<file path="src/rtl/rat_intr_pkg.sv">
// Shared types and helpers for the interrupt controller.
package rat_intr_pkg;

    localparam int unsigned DEFAULT_NUM_SRC = 4;
    // Widest source vector the priority encoder handles
    localparam int unsigned MAX_SRC = 8;

    typedef enum logic [1:0] {
        IDLE,
        REQ,
        SERVICE
    } intr_state_t;

    // Index of the lowest set bit; 0 when nothing is set
    function automatic logic [2:0] prio_enc(input logic [MAX_SRC-1:0] pending);
        prio_enc = '0;
        for (int i = MAX_SRC - 1; i >= 0; i--) begin
            if (pending[i]) begin
                prio_enc = 3'(i);
            end
        end
    endfunction

endpackage

</file>
<file path="src/rtl/rat_intr_edge_detect.sv">
// Per-source rising-edge detector producing a one-cycle pulse.
// Optional 2-flop input synchroniser enabled by macro RAT_INTR_SYNC_EN.
module rat_intr_edge_detect (
    input  logic CLK,
    input  logic RST,
    input  logic intr_i,
    output logic edge_o
);

    logic sampled;
    logic prev_q;

`ifdef RAT_INTR_SYNC_EN
    logic sync1_q;
    logic sync2_q;

    // Two-stage synchroniser for an asynchronous interrupt line
    always_ff @(posedge CLK or posedge RST) begin
        if (RST) begin
            sync1_q <= 1'b0;
            sync2_q <= 1'b0;
        end else begin
            sync1_q <= intr_i;
            sync2_q <= sync1_q;
        end
    end

    assign sampled = sync2_q;
`else
    // Line is assumed synchronous to CLK
    assign sampled = intr_i;
`endif

    // Previous-cycle copy of the line for edge detection
    always_ff @(posedge CLK or posedge RST) begin
        if (RST) begin
            prev_q <= 1'b0;
        end else begin
            prev_q <= sampled;
        end
    end

    // A held-high line yields only one pulse
    assign edge_o = sampled & ~prev_q;

endmodule

</file>
<file path="src/rtl/rat_intr_controller.sv">
// CPU-side interrupt controller: edge capture, pending latch, I-flag gating,
// lowest-index priority and in-service tracking between acknowledge and RETIE.
// Optional input synchroniser: define RAT_INTR_SYNC_EN.
module rat_intr_controller
    import rat_intr_pkg::*;
#(
    parameter int unsigned NUM_SRC = DEFAULT_NUM_SRC,
    localparam int unsigned VEC_W = (NUM_SRC > 1) ? $clog2(NUM_SRC) : 1
) (
    input  logic               CLK,
    input  logic               RST,
    input  logic [NUM_SRC-1:0] INTR,
    input  logic               SEI,
    input  logic               CLI,
    input  logic               RETIE,
    input  logic               INT_ACK,
    output logic               INT_REQ,
    output logic [VEC_W-1:0]   INT_VEC,
    output logic               I_FLAG,
    output logic               IN_ISR,
    output logic [NUM_SRC-1:0] DROPPED
);

    intr_state_t        state_q;
    logic               i_flag_q;
    logic               in_isr_q;
    logic [VEC_W-1:0]   vec_q;
    logic [NUM_SRC-1:0] pending_q;
    logic [NUM_SRC-1:0] dropped_q;

    logic [NUM_SRC-1:0] edges;
    logic [NUM_SRC-1:0] clr_mask;
    logic [MAX_SRC-1:0] pend_ext;
    logic [VEC_W-1:0]   vec_next;
    logic               ack_take;
    logic               retie_take;

    for (genvar g = 0; g < NUM_SRC; g++) begin : g_edge
        rat_intr_edge_detect u_edge (
            .CLK    (CLK),
            .RST    (RST),
            .intr_i (INTR[g]),
            .edge_o (edges[g])
        );
    end

    assign ack_take   = (state_q == REQ) && INT_ACK;
    assign retie_take = (state_q == SERVICE) && RETIE;

    // Widen pending for the shared encoder and pick the winning source
    always_comb begin
        pend_ext = '0;
        for (int i = 0; i < NUM_SRC; i++) begin
            pend_ext[i] = pending_q[i];
        end
        vec_next = VEC_W'(prio_enc(pend_ext));
    end

    // One-hot clear of the acknowledged source
    always_comb begin
        clr_mask = '0;
        for (int i = 0; i < NUM_SRC; i++) begin
            clr_mask[i] = ack_take && (vec_q == VEC_W'(i));
        end
    end

    // Pending latch (set beats clear) and sticky overflow flags
    always_ff @(posedge CLK or posedge RST) begin
        if (RST) begin
            pending_q <= '0;
            dropped_q <= '0;
        end else begin
            pending_q <= (pending_q & ~clr_mask) | edges;
            dropped_q <= dropped_q | (edges & pending_q);
        end
    end

    // Control FSM with registered I flag, in-service flag and vector
    always_ff @(posedge CLK or posedge RST) begin
        if (RST) begin
            state_q  <= IDLE;
            i_flag_q <= 1'b0;
            in_isr_q <= 1'b0;
            vec_q    <= '0;
        end else begin
            unique case (state_q)
                IDLE: begin
                    vec_q <= vec_next;
                    if (CLI) begin
                        i_flag_q <= 1'b0;
                    end else if (SEI) begin
                        i_flag_q <= 1'b1;
                    end
                    if (i_flag_q && (pending_q != '0)) begin
                        state_q <= REQ;
                    end
                end
                REQ: begin
                    if (ack_take) begin
                        i_flag_q <= 1'b0;
                        in_isr_q <= 1'b1;
                        state_q  <= SERVICE;
                    end else if (CLI) begin
                        i_flag_q <= 1'b0;
                        state_q  <= IDLE;
                    end else if (SEI) begin
                        i_flag_q <= 1'b1;
                    end
                end
                SERVICE: begin
                    // Only RETIE restores I here; SEI is ignored
                    if (retie_take) begin
                        i_flag_q <= 1'b1;
                        in_isr_q <= 1'b0;
                        state_q  <= IDLE;
                    end
                end
                default: begin
                    state_q <= IDLE;
                end
            endcase
        end
    end

    assign INT_REQ = (state_q == REQ);
    assign INT_VEC = vec_q;
    assign I_FLAG  = i_flag_q;
    assign IN_ISR  = in_isr_q;
    assign DROPPED = dropped_q;

endmodule

</file>
<file path="config.mk">
export PLATFORM = sky130hd
export DESIGN_NAME = rat_intr_controller
export DESIGN_NICKNAME = d
export VERILOG_FILES = /design/src/rtl/rat_intr_pkg.sv /design/src/rtl/rat_intr_edge_detect.sv /design/src/rtl/rat_intr_controller.sv
export SDC_FILE = /design/constraint.sdc
export NUM_CORES = 1
export LEC_CHECK = 0
export ABC_AREA = 1
export CAP_MARGIN = 10
export CORE_MARGIN = 5
export CORE_UTILIZATION = 35
export CTS_CLUSTER_DIAMETER = 80
export DETAILED_ROUTE_END_ITERATION = 16
export GPL_TIMING_DRIVEN = 0
export MAX_ROUTING_LAYER = met4
export PLACE_DENSITY_LB_ADDON = 0.25
export SYNTH_ARGS = -nofsm -noshare
export SYNTH_HDL_FRONTEND = slang
export SYNTH_SLANG_ARGS = --single-unit
</file>
<file path="constraint.sdc">
create_clock -name CLK -period 2.2 [get_ports CLK]
set_input_delay 0.44 -clock CLK [delete_from_list [all_inputs] [get_ports CLK]]
set_output_delay 0.44 -clock CLK [all_outputs]
set_load 0.02 [all_outputs]
</file>
Word level (Yosys, flattened, before mapping)
Cells that the tools add are included.

Reduce and logical (&&, ||, !) cells: 15. Multiplexer cells: 17. Equal/unequal tests: 9. Bitwise gates (word level): 13.

Operator list (count): 2-to-1 mux 2 bit (8); AND 4 bit (2); bitwise OR 4 bit (2); logical AND 1 bit (7); == test 2 bit, second input constant (3); 2-to-1 mux 1 bit (6); case mux 2 bit (3 select lines) (1); AND reduction 3 bit (2); AND 1 bit (4); == test 2 x 1 -> 1 bit, second input constant (2); zero test 2 bit (2); != test 2 bit, second input constant (2); inverter 1 bit (4); inverter 4 bit (1); nonzero test 4 bit (1); != test 3 x 2 -> 1 bit, second input constant (1); case mux 1 bit (3 select lines) (1); nonzero test 3 bit (1); != test 2 x 1 -> 1 bit, second input constant (1); case mux 1 bit (2 select lines) (1); AND reduction 2 bit (1); nonzero test 2 bit (1).

Bits in registers: 18. Bits of input ports: 10.

Logic depth before layout (Yosys ltp)
Depth after elaboration: 6. Gate-level depth with buffers: 8. Gate-level depth less buffers: 8.

Hierarchy
Synthesis repeated with hierarchy kept, for this count alone.

Cells, all modules: 104. Area, all modules: 878.3 sq um.

Modules (own cells, without submodules): rat_intr_controller (sequential area each 350.3 sq um, instances 1, cells an instance 88, area each 723.2 sq um); rat_intr_edge_detect (sequential area each 25.0 sq um, instances 4, cells an instance 4, area each 38.8 sq um).

Least setup slack after synthesis
OpenSTA, ideal clock, no wires.

Kind: reg-to-reg. From: register state_q[1]. To: register pending_q[1]. Required time: 2.077 ns. Setup time: 0.123 ns. Buffers on the path: 0. Path slack: 0.858 ns. Clock period less this slack: 1.342 ns. Stages on the path, launching flop included: 8. Arrival: 1.218 ns. Path through: dfrtp_1 inv_1 ha_1 nand2_1 inv_2 nand2_1 o21ai_1 o21ai_1.

Word-level cells in the longest chain between the ends: 6.

RTL lines: start: declaration (line rat_intr_controller.sv:24) `intr_state_t state_q;`; start signal: assignment (line rat_intr_controller.sv:81) `state_q <= IDLE;`; start signal: assignment (line rat_intr_controller.sv:95) `state_q <= REQ;`; start signal: assignment (line rat_intr_controller.sv:102) `state_q <= SERVICE;`; == test 2 x 1 -> 1 bit; via INT_REQ (line rat_intr_controller.sv:17) `output logic INT_REQ,`; logical AND 1 bit (line rat_intr_controller.sv:47) `assign ack_take = (state_q == REQ) && INT_ACK;`; logical AND 1 bit (line rat_intr_controller.sv:63) `clr_mask[i] = ack_take && (vec_q == VEC_W'(i));`; inverter 4 bit (line rat_intr_controller.sv:73) `pending_q <= (pending_q & ~clr_mask) | edges;`; AND 4 bit (line rat_intr_controller.sv:73); bitwise OR 4 bit (line rat_intr_controller.sv:73); end signal: assignment (line rat_intr_controller.sv:73); end: declaration (line rat_intr_controller.sv:28) `logic [NUM_SRC-1:0] pending_q;`.

The timed path passes the listed nets, and every way through them passes these cells. A chain may end at the register's enable or synchronous reset.

Worst setup path in the final report
From: register state_q[1]. To: output INT_REQ.

Word-level cells in the longest chain between the ends: 1.

RTL lines: == test 2 x 1 -> 1 bit (line rat_intr_controller.sv:125) `assign INT_REQ = (state_q == REQ);`; end: declaration (line rat_intr_controller.sv:17).

No other way between the ends.

==> impl_results.md <==
* CTS buffer count at 3
* Port bufs at 18
* Cts hold-fix bufs at 0
* Total GRT Usage at around 9.8%
* Initial detailed-routing violation count at 9
* Diode count at 0
* Post-Place Worst Slack at around 0.36 ns
* Clock Pin Slew Worst Setup and Hold Paths at ~0.1 ns
* Power Density at 1061 mW/mm2
* Crit-path cells: inv_1 > ha_1 > dlymetal6s2s_1
* Synthesized instance count at 96
* Area of the multi-input gates at slightly above 300 um2
* Clk sink count at 18
* Met2 WL at 719 um
* Fmax at around 570 MHz
* # DRC at 0
* Clock Latency Late Sink at 0.28 ns
* TNS Setup at 0 ns
* Largest net degree at the start of global routing at 19
* Die area at ~0.0035 mm2
* Num rows at 17
* Grt total ovfl at 0
* DP Wirelength at approximately 1300 um
* Final nets at 134
* Max incr delay on CP at around 0.42 ns
* Post-route ant nets at 0
* Hold WC Path Type: register to register
* Layout cells sized above 1 at around 6.8%
* Wire per inst at around 10 um
* Status: complete, no violations
* Power, Total at around 1200 uW
* Crit path capture type: output port
* Leakage at around 0.00056 uW
* #FFs+latches synth at 18
* Sequential fraction of the synthesis area at between 50% and 60%
* Final period utilization at ~80%
* Die width at around 60 um
* Vias per inst at 4.514
* Max-slew violations at 0
* CTS tree: done
* Root Buffer: clkbuf_4
* Layout fillers at 246
* Cell family with the largest share of critical-path delay: flip-flops
* Fin. Hold Viols at 0
* H-Tree Depth at 1
* Drt total wl at between 1000 and 1500 um
* Storage cell area at between 400 and 500 um2
* Worst Tran Pin Value at around 0.66 ns
* Routability cong. at around 0.8
* Setup Buffers After CTS at 0
* Max_slew headroom at 56.19%
* Routed met3 length at ~80 um
* Worst setup margin at between 0.4 and 0.5 ns
* Netlist cell types at 19
* Met1 wire length at around 700 um
* CP Max Fanout at 5
* Worst Path Buf+Inv at 2
* DR pass1 iterations at 4
* Initial Util at a little under two fifths
* Vias in the first global route at 653
* Most frequent cells in the layout: inv_1, nand2_1, dfrtp_1, clkdlybuf4s50_1, o21ai_1
* Vias at about 660
* Post-CTS sizing at 0
* Required @ worst endpoint at 1.76 ns
* RSZ-0062 raised after global routing: no
* Final setup vio count at 0
* Critical Path AT at 1.31 ns
* Top Metal Used: met3
* Post-synth top area share at between 50 and 60%
* Synth-to-Final Area Change at 30.25%
* Peak VDD IR at approximately 520 uV
* First-pass GRT wire length at roughly 2600 um
* Cell Area, Placed at 0.001055 mm2
* I/O pins at 19
* Syn_area_per_cell at 8.745 um2
* Final min period at approximately 1.7 ns
* Final Instance Area at approximately 0.0011 mm2
* Clock Skews at approximately 0.00092 ns
* Startpoint type of the worst setup path: register
* CORE AREA at about 0.0023 mm2
* Syn Nets at 111
* Ys Warns at 0
* Clock buffer depth at 2
* Top cells by area, synth: dfrtp_1, inv_1, nand2_1
* Max-cap viol count at 0
* Worst setup path class: register to output port
* Largest area contributor in the synthesized netlist: dfrtp_1
* Netlist area before placement at around 840 um2
* Slowest cell on the critical path: dfrtp_1
* Die H at a little under 60 um
* Initial antenna violation count at 0
sequential cells by signal, summed over array words and instances (netlist names):
register	flops
INT_VEC	2
pending_q	4
DROPPED	4
IN_ISR	1
I_FLAG	1
state_q	2
g_edge.u_edge.prev_q	4
synth_stat cells, drive strengths merged:
library cell and instances:
or2 1, o22ai 2, a31o 1, ha 5
nand4 1, nand3 5, inv 22, o211ai 1
nor2 6, o21ai 7, a21oi 2, o21bai 1
o31ai 2, nand2 22, dfrtp 18
through the flow:
| stage | hold WS, ns | cells | utilization [%] |
|---|---|---|---|
| 3_3_place_gp | 0.4235 | 142 | 46.78 |
| 2_1_floorplan | 0.3786 | 96 | - |
| 5_1_grt | 0.4846 | 146 | 48.50 |
| 6_report | 0.4466 | 146 | 48.50 |
| 4_1_cts | 0.4543 | 146 | 48.39 |
| 3_5_place_dp | 0.4380 | 142 | 46.78 |
worst reg2reg max path, stage by stage, from the launching register on:
cell,delay [ns]
dfrtp_1,0.42
inv_1,0.11
ha_1,0.24
nand2_1,0.11
inv_2,0.08
nand2_1,0.07
o21ai_1,0.15
nand2_1,0.07
where the power goes:
| group | switching (uW) | total [uW] | internal [uW] | leakage, uW |
|---|---|---|---|---|
| clock network | 95.3 | 196 | 101 | 0.0000210 |
| logic | 302 | 514 | 212 | 0.000345 |
| registers | 48.3 | 450 | 402 | 0.000194 |
final timing paths:
kind                                              startpoint                      to  slack [ns]  cells after the start
hold / removal             g_edge[0].u_edge.prev_q$_DFF_PP0_  pending_q[0]$_DFF_PP0_        0.45                      1
setup / recovery                      state_q[1]$_DFFE_PP0P_                 INT_REQ        0.45                      3
min in group asynchronous                                RST    DROPPED[0]$_DFF_PP0_        0.54                      2
setup reg to reg                      state_q[1]$_DFFE_PP0P_  pending_q[3]$_DFF_PP0_        0.85                      7
hold reg to reg            g_edge[0].u_edge.prev_q$_DFF_PP0_  pending_q[0]$_DFF_PP0_        0.45                      1
max in group asynchronous                                RST  state_q[0]$_DFFE_PP0P_        1.24                      2
routing by layer:
layer	vias to the layer above	GRT usage (%)
li1	345	-
met4	0	0.9709
met3	0	3.486
met2	11	17.03
met1	303	11.34
met5	-	-
logic make-up (layout without fill, tap and decap cells):
| family | Yosys count | count (layout) | share of synthesized area (%) |
|---|---|---|---|
| AO/OA/AOI/OAI | 16 | 16 | 11.48 |
| AND/OR/NAND/NOR | 35 | 35 | 17.59 |
| buffers and inverters | 22 | 44 | 9.836 |
| adder cells (fa/ha/maj) | 5 | 5 | 7.452 |
| flip-flops | 18 | 18 | 53.65 |
final cells by class:
| type | instances | share of cell area, % |
|---|---|---|
| clock buffer | 4 | 3.318 |
| multi-input combinational | 56 | 28.03 |
| sequential | 18 | 41.19 |
| inverter | 22 | 7.551 |
| timing repair buffer | 18 | 16.70 |
| tap | 28 | 3.204 |
Power figures use the tool's default switching activity.
